`src/rtl/key_cmd_sequencer.sv`:
```
`default_nettype none
// +----------------------------------------------------------------------------+
// | Module      : key_cmd_sequencer                                            |
// | Description : Assembles filtered PS/2 key codes into single-letter         |
// |               commands with an optional 1-2 digit argument. Enter issues   |
// |               the command, which is held until the consumer acknowledges.  |
// |               Rejected sequences give a one-cycle err pulse.               |
// | Ports       : CLK        system clock, rising edge                         |
// |               reset      asynchronous, active-low reset                    |
// |               rx_tick    strobe, din holds a completed key                 |
// |               din[7:0]   PS/2 scan code                                    |
// |               cmd_ack    consumer accepts the presented command            |
// |               cmd_valid  command presented, held until cmd_ack             |
// |               cmd_code   H=0 A=1 P=2 I=3 Y=4 N=5 G=6 R=7                   |
// |               cmd_arg    numeric argument 0..99 (0 when none)              |
// |               err        one-cycle pulse on a rejected key                 |
// |               busy       sequencer is not idle                             |
// | Options     : define KEY_TIMEOUT_EN to abandon a partial sequence after    |
// |               TIMEOUT_CYC cycles without a key.                            |
// | Revision    : 1.0  initial release                                         |
// +----------------------------------------------------------------------------+
module key_cmd_sequencer #(
   parameter int unsigned TIMEOUT_CYC = 50000000
) (
   input  logic       CLK,
   input  logic       reset,
   input  logic       rx_tick,
   input  logic [7:0] din,
   input  logic       cmd_ack,
   output logic       cmd_valid,
   output logic [2:0] cmd_code,
   output logic [6:0] cmd_arg,
   output logic       err,
   output logic       busy
);

   typedef enum logic [2:0] {
      S_IDLE  = 3'd0,
      S_CMD   = 3'd1,
      S_ARG1  = 3'd2,
      S_ARG2  = 3'd3,
      S_ISSUE = 3'd4
   } state_t;

   localparam logic [2:0] C_CMD_A = 3'd1;
   localparam logic [2:0] C_CMD_P = 3'd2;

   state_t     state_q, state_d;
   logic [2:0] code_q, code_d;
   logic [6:0] arg_q, arg_d;
   logic       valid_q, valid_d;
   logic       err_q, err_d;
   logic       busy_q, busy_d;
   logic       timeout;

   // Scan-code decode
   logic       is_digit, is_letter, is_enter;
   logic [3:0] digit_val;
   logic [2:0] letter_idx;

   always_comb begin
      is_digit   = 1'b0;
      is_letter  = 1'b0;
      is_enter   = 1'b0;
      digit_val  = 4'd0;
      letter_idx = 3'd0;
      case (din)
         8'h45: begin is_digit = 1'b1;  digit_val = 4'd0; end
         8'h16: begin is_digit = 1'b1;  digit_val = 4'd1; end
         8'h1E: begin is_digit = 1'b1;  digit_val = 4'd2; end
         8'h26: begin is_digit = 1'b1;  digit_val = 4'd3; end
         8'h25: begin is_digit = 1'b1;  digit_val = 4'd4; end
         8'h2E: begin is_digit = 1'b1;  digit_val = 4'd5; end
         8'h36: begin is_digit = 1'b1;  digit_val = 4'd6; end
         8'h3D: begin is_digit = 1'b1;  digit_val = 4'd7; end
         8'h3E: begin is_digit = 1'b1;  digit_val = 4'd8; end
         8'h46: begin is_digit = 1'b1;  digit_val = 4'd9; end
         8'h33: begin is_letter = 1'b1; letter_idx = 3'd0; end
         8'h1C: begin is_letter = 1'b1; letter_idx = 3'd1; end
         8'h4D: begin is_letter = 1'b1; letter_idx = 3'd2; end
         8'h43: begin is_letter = 1'b1; letter_idx = 3'd3; end
         8'h35: begin is_letter = 1'b1; letter_idx = 3'd4; end
         8'h31: begin is_letter = 1'b1; letter_idx = 3'd5; end
         8'h34: begin is_letter = 1'b1; letter_idx = 3'd6; end
         8'h2D: begin is_letter = 1'b1; letter_idx = 3'd7; end
         8'h5A: is_enter = 1'b1;
         default: ;
      endcase
   end

`ifdef KEY_TIMEOUT_EN
   localparam int CNT_W = (TIMEOUT_CYC > 1) ? $clog2(TIMEOUT_CYC) : 1;

   logic [CNT_W-1:0] cnt_q, cnt_d;
   logic             in_seq;

   assign in_seq = (state_q == S_CMD) || (state_q == S_ARG1) || (state_q == S_ARG2);
   // Every state entry happens on a key, so clearing on any rx_tick also
   // covers the clear-on-entry case.
   assign cnt_d   = (!in_seq || rx_tick) ? '0 : cnt_q + 1'b1;
   // A key arriving on the expiry cycle wins over the timeout.
   assign timeout = in_seq && !rx_tick && (cnt_q == CNT_W'(TIMEOUT_CYC - 1));

   always_ff @(posedge CLK or negedge reset) begin
      if (!reset) cnt_q <= '0;
      else        cnt_q <= cnt_d;
   end
`else
   // Partial sequences wait indefinitely; TIMEOUT_CYC has no effect here.
   assign timeout = 1'b0;
   if (TIMEOUT_CYC == 0) begin : g_timeout_unused
   end
`endif

   always_comb begin
      state_d = state_q;
      code_d  = code_q;
      arg_d   = arg_q;
      valid_d = valid_q;
      err_d   = 1'b0;

      if (state_q == S_ISSUE) begin
         // Keys are dropped while a command is presented; only ack matters.
         if (cmd_ack) begin
            valid_d = 1'b0;
            state_d = S_IDLE;
         end
      end else if (rx_tick && is_letter) begin
         // A letter always (re)starts a sequence, from any non-issue state.
         state_d = S_CMD;
         code_d  = letter_idx;
         arg_d   = 7'd0;
      end else if (rx_tick && (is_digit || is_enter)) begin
         case (state_q)
            S_CMD: begin
               if ((code_q == C_CMD_A) || (code_q == C_CMD_P)) begin
                  if (is_digit) begin
                     state_d = S_ARG1;
                     arg_d   = {3'b000, digit_val};
                  end else begin
                     err_d   = 1'b1;
                     state_d = S_IDLE;
                  end
               end else if (is_enter) begin
                  state_d = S_ISSUE;
                  valid_d = 1'b1;
               end else begin
                  err_d   = 1'b1;
                  state_d = S_IDLE;
               end
            end
            S_ARG1: begin
               if (is_digit) begin
                  state_d = S_ARG2;
                  arg_d   = (arg_q * 7'd10) + {3'b000, digit_val};
               end else begin
                  state_d = S_ISSUE;
                  valid_d = 1'b1;
               end
            end
            S_ARG2: begin
               if (is_enter) begin
                  state_d = S_ISSUE;
                  valid_d = 1'b1;
               end else begin
                  err_d   = 1'b1;
                  state_d = S_IDLE;
               end
            end
            default: err_d = 1'b1;  // S_IDLE: no command to attach to
         endcase
      end else if (timeout) begin
         err_d   = 1'b1;
         state_d = S_IDLE;
      end

      busy_d = (state_d != S_IDLE);
   end

   always_ff @(posedge CLK or negedge reset) begin
      if (!reset) begin
         state_q <= S_IDLE;
         code_q  <= 3'd0;
         arg_q   <= 7'd0;
         valid_q <= 1'b0;
         err_q   <= 1'b0;
         busy_q  <= 1'b0;
      end else begin
         state_q <= state_d;
         code_q  <= code_d;
         arg_q   <= arg_d;
         valid_q <= valid_d;
         err_q   <= err_d;
         busy_q  <= busy_d;
      end
   end

   assign cmd_valid = valid_q;
   assign cmd_code  = code_q;
   assign cmd_arg   = arg_q;
   assign err       = err_q;
   assign busy      = busy_q;

endmodule
`default_nettype wire

```
`config.mk`:
```
export PLATFORM = sky130hd
export DESIGN_NAME = key_cmd_sequencer
export DESIGN_NICKNAME = d
export VERILOG_FILES = /design/src/rtl/key_cmd_sequencer.sv
export SDC_FILE = /design/constraint.sdc
export NUM_CORES = 1
export LEC_CHECK = 0
export ABC_AREA = 1
export BUFFER_PORTS_ARGS = -buffer_cell sky130_fd_sc_hd__buf_2
export CAP_MARGIN = 20
export CELL_PAD_IN_SITES_DETAIL_PLACEMENT = 0
export CELL_PAD_IN_SITES_GLOBAL_PLACEMENT = 1
export CORE_ASPECT_RATIO = 0.7
export CORE_MARGIN = 2
export CORE_UTILIZATION = 37
export CTS_CLUSTER_SIZE = 10
export DETAILED_ROUTE_END_ITERATION = 8
export GPL_ROUTABILITY_DRIVEN = 1
export PLACE_DENSITY_LB_ADDON = 0.25
export SLEW_MARGIN = 25
export SYNTH_ARGS = -nofsm -noshare
export SYNTH_HDL_FRONTEND = slang
export SYNTH_SLANG_ARGS = --single-unit
export TNS_END_PERCENT = 5
```
`constraint.sdc`:
```
create_clock -name CLK -period 2.08 [get_ports CLK]
set_clock_uncertainty 0.2 [all_clocks]
set_input_delay 0.104 -clock CLK [delete_from_list [all_inputs] [get_ports CLK]]
set_output_delay 0.104 -clock CLK [all_outputs]
set_load 0.01 [all_outputs]
```
== After elaboration in Yosys (flattened, before gate mapping) ==
Cells that the tools add are included.
Storage, ports and cells
  input bits: 12
  flip-flop bits (word level): 16
Cells by class
  multiplexer cells: 35
  equal/unequal tests: 32
  bitwise gates (word level): 1
  add/sub/neg operators: 1
  reductions and logical operators: 14
  $mul: 1
Operator list (count)
  == test 8 x 6 -> 1 bit, second input constant: 11
  == test 8 x 7 -> 1 bit, second input constant: 5
  one-hot mux 4 bit (9 select lines): 1
  two-way mux 7 bit: 5
  == test 8 x 5 -> 1 bit, second input constant: 3
  two-way mux 3 bit: 7
  one-hot mux 3 bit (7 select lines): 1
  two-way mux 1 bit: 16
  inequality test 3 bit, second input constant: 5
  one-hot mux 7 bit (2 select lines): 1
  AND reduction 6 bit: 2
  OR reduction 10 bit: 1
  == test 3 x 2 -> 1 bit, second input constant: 3
  one-hot mux 3 bit (3 select lines): 1
  OR reduction 8 bit: 1
  adder 7 x 4 -> 7 bit: 1
  multiplier 7 x 3 -> 6 bit, second input constant: 1
  == test 3 x 1 -> 1 bit, second input constant: 2
  one-hot mux 1 bit (3 select lines): 2
  nonzero test 3 bit: 2
  inequality test 2 bit, second input constant: 2
  nonzero test 2 bit: 2
  nonzero test 4 bit: 1
  == test 3 bit, second input constant: 1
  5 further kinds: 7

== Longest topological paths before layout ==
  depth after elaboration: 10
  depth in mapped cells: 15
  mapped depth without buffers: 15

== Least setup slack after synthesis ==
Ideal clock, no wire load.
  kind: reg2reg
  start point: register arg_q[3], in the netlist cmd_arg[3]
  end point: register arg_q[6], in the netlist cmd_arg[6]
  cell stages (with the launch flop): 10
  required time: 1.806 ns
  data arrival time: 1.891 ns
  path slack: -0.085 ns
  path through: dfrtp_1 -> ha_1 -> ha_1 -> inv_1 -> fa_1 -> xnor2_1 -> xnor2_1 -> xor2_1 -> nand2_1 -> o21ai_2
Between the ends
  longest elaborated chain between the ends: 6
RTL lines
  start, declared: RTL line 50  | logic [6:0] arg_q, arg_d;
  start signal, assigned: RTL line 191  | arg_q <= arg_d;
  multiplier 7 x 3 -> 6 bit: RTL line 155  | arg_d = (arg_q * 7'd10) + {3'b000, digit_val};
  adder 7 x 4 -> 7 bit: RTL line 155
  two-way mux 7 bit: RTL line 153  | if (is_digit) begin
  one-hot mux 7 bit (2 select lines): RTL line 134  | case (state_q)
  two-way mux 7 bit: RTL line 133  | end else if (rx_tick && (is_digit || is_enter)) begin
  two-way mux 7 bit: RTL line 128  | end else if (rx_tick && is_letter) begin
Every way passes these cells. The select of a mux whose other input is x is not followed.
A chain may end at the register's enable or synchronous reset.

== Worst setup path after layout ==
  start point: register arg_q[1], in the netlist cmd_arg[1]
  end point: register arg_q[6], in the netlist cmd_arg[6]
The elaborated chain is that of the path after synthesis.

==> results.cfg <==
[setup_path]
cpLargestDelayFamily = adder cells
worst_setup_path_end_kind = flop
critical_path.cell_chain = ha_4, ha_4, inv_2, fa_2, xnor2_2, xnor2_1, xor2_1, nand2_1, o21ai_2
cp_data_arrival_time_ns = 2.16
cp_max_fo = 2
critical_path.most_common_cell = ha_4
worst_ep_required_time_ns = 2.06
cp.buffers_inverters = 1
critical_path_max_stage_delay_ns = 0.43
crit_path_start_kind = flop
timing.critical_path.slowest_stage_cell = dfrtp_2
criticalPathCategory = reg2reg

[yosys]
synth_area_leaders = dfrtp_1 (25%), nand2_1 (12%), nor2_1 (6.2%)
synth_sequential_area_ratio_pct = 25.5
yosys_register_bits = 16
yosysWarningCount = 0
synth_flop_cell = dfrtp_1
net_count_after_synthesis = 242
synth_area_per_cell_sq_um = 7.12
synthDominantCellAreaShare_pct = 25.5
mappedNetlistArea_sq_mm = 0.00157
synthDistinctLibCells = 35
netlist_instances = 221
synthArstFlopShare_pct = 100
synth_enable_flop_cells = 0
synth.largest_area_cell = dfrtp_1

[drt]
postRouteWirelength_um = 3940
detail-route-antenna-nets = 0
drtPass1Iterations = 4
dr.first_iter.drc_count = 75
detail_route.wl_per_cell_um = 11.7
routed_via_density = 4.75
drc = 0
via_count = 1600

[timing]
timing.final.setup_violations = 1
finalWorstPathRequiredPeriod_ns = 2.18
finalHoldViolCount = 0
worst_hold_slack_ns = 0.0426
max_slew.worst_pin.slew_ns = 0.391
rsz0062_at_grt = true
fmax_mhz = 459
final-max-slew-violation-count = 0
setup_slack_ns = -0.0976
slew-limit-headroom_pct = 73.7
post-route-period-util_pct = 105

[layout]
layout_commonest_cell = nand2_1
area_delta_synth_final_pct = 36.2
layout.cells.most_common_list = nand2_1 (52), buf_4 (37), inv_1 (24), buf_2 (24), nor2_1 (23)
antenna_cells = 0
fillers = 394
design.final.nets = 307
layout-drive-gt1-share_pct = 41.1

[die]
floorplan.core_area_sq_mm = 0.00399
chipHeight_um = 58.6
start_util_pct = 39.4
number_of_primary_i_o_pins = 25
dieWidth_um = 81.9
fp-row-count = 19
fp.dieArea_sq_mm = 0.00480

[clocking]
cts_num_sinks = 16
clk_latency_ns = 0.25
ctsHtreeMaxLevel = 1
cts_tree = done
clock_tree.root_cell = clkbuf_8
worst_setup_hold_path_clk_slew_ns = 0.07
cts_setup_buffers = 0
numCtsBuffers = 3
cts_buffer_depth = 2

[placement]
portBuffers = 24
detailedPlace.worstSlack_ns = -0.248
dp_hpwl_um = 3210
gp_routability_congestion = 0.886

[outcome]
failed_checks = negative setup slack
outcome = finished, violations left

[global_route]
grt_max_degree = 17
first_global_vias = 1589
grt_antenna_before_repair = 0
overflow = 0
grt_pass1_wl_um = 7140
total_global_route_track_usage_pct = 19.1

[hold_path]
hold_path.class = in2reg

[pwr]
p_leak_nw = 1.14
pwr_density_cell_mw_per_mm2 = 543
worst_ir_drop_vdd_uv = 545

[job]
maxCapViolations = 0
logic make-up after synthesis:
family | after synthesis | share of synthesized area [%]
xor+xnor | 4 | 2.23
fa+ha+maj | 9 | 8.11
buf+inv | 34 | 9.07
flops | 16 | 25.5
compound gates | 27 | 11.0
simple gates | 131 | 44.2
per-layer routing:
metal,global-route usage [%],part of all wire [%]
met1,28.6,53
met2,29.6,43
met3,3.83,3.5
met4,1.90,0.30
met5,0,0
cell usage after synthesis, types with 6 or more instances:
cell and count:
nand2_2 7, inv_2 6, o21ai_2 6, nand2_1 52, nand3_2 6, nor2_2 6, nand3_1 13, dfrtp_1 16
nor2_1 26, inv_1 25, o21ai_0 10, ha_1 7
what timing repair did:
item                                    in CTS  in global routing
hold endpoints to repair                    16                  0
resized for setup                            3                  5
hold buffers                                 1                  0
endpoints found under the setup margin       2                  3
pin swaps                                    4                  0
layout make-up:
type,count,area [sq um],share of cell area [%]
Timing Repair Buffer,63,428,20.0
Clock buffer,4,55.1,2.57
Multi-Input combinational cell,171,1070,50.2
Tap cell,52,65.1,3.04
Inverter,31,116,5.43
Sequential cell,16,403,18.8
stage by stage:
stage          util [%]  cell area, sq um  cells  setup TNS (ns)  power (mW)
4_1_cts            53.1              2120    337         -0.0862        1.15
5_1_grt            53.6              2140    337          -0.270        1.26
2_1_floorplan         -              1590    221         -0.0486       0.685
3_3_place_gp       51.3              2050    332          -0.365       0.853
3_5_place_dp       51.3              2050    332          -0.552       0.856
6_report           53.6              2140    337         -0.0976        1.16
worst register-to-register path, cell delays in order, from the launching register on:
cell	delay, ns
dfrtp_2	0.43
ha_4	0.28
ha_4	0.12
inv_2	0.03
fa_2	0.35
xnor2_2	0.15
xnor2_1	0.18
xor2_1	0.17
nand2_1	0.09
o21ai_2	0.10
registers in the layout, indices dropped and copies added, names as in the netlist:
signal	flops
busy	1
cmd_arg	7
cmd_code	3
cmd_valid	1
err	1
state_q	3
power breakdown:
part	leakage (nW)	switching [mW]	internal, mW
combinational	0.901	0.280	0.203
sequential	0.212	0.0410	0.358
clock	0.0288	0.114	0.168
path summary, 6_finish.rpt:
kind	startpoint	endpoint	slack, ns	cells after the start
min	cmd_ack	state_q[2]	0.04	4
min reg2reg	cmd_valid	cmd_valid	0.30	2
min in group asynchronous	reset	cmd_valid	0.12	2
max in group asynchronous	reset	cmd_arg[1]	1.26	2
max	cmd_arg[1]	cmd_arg[6]	-0.1	9
max reg2reg	cmd_arg[1]	cmd_arg[6]	-0.1	9
Note: power is estimated with default switching activity, not from simulation.
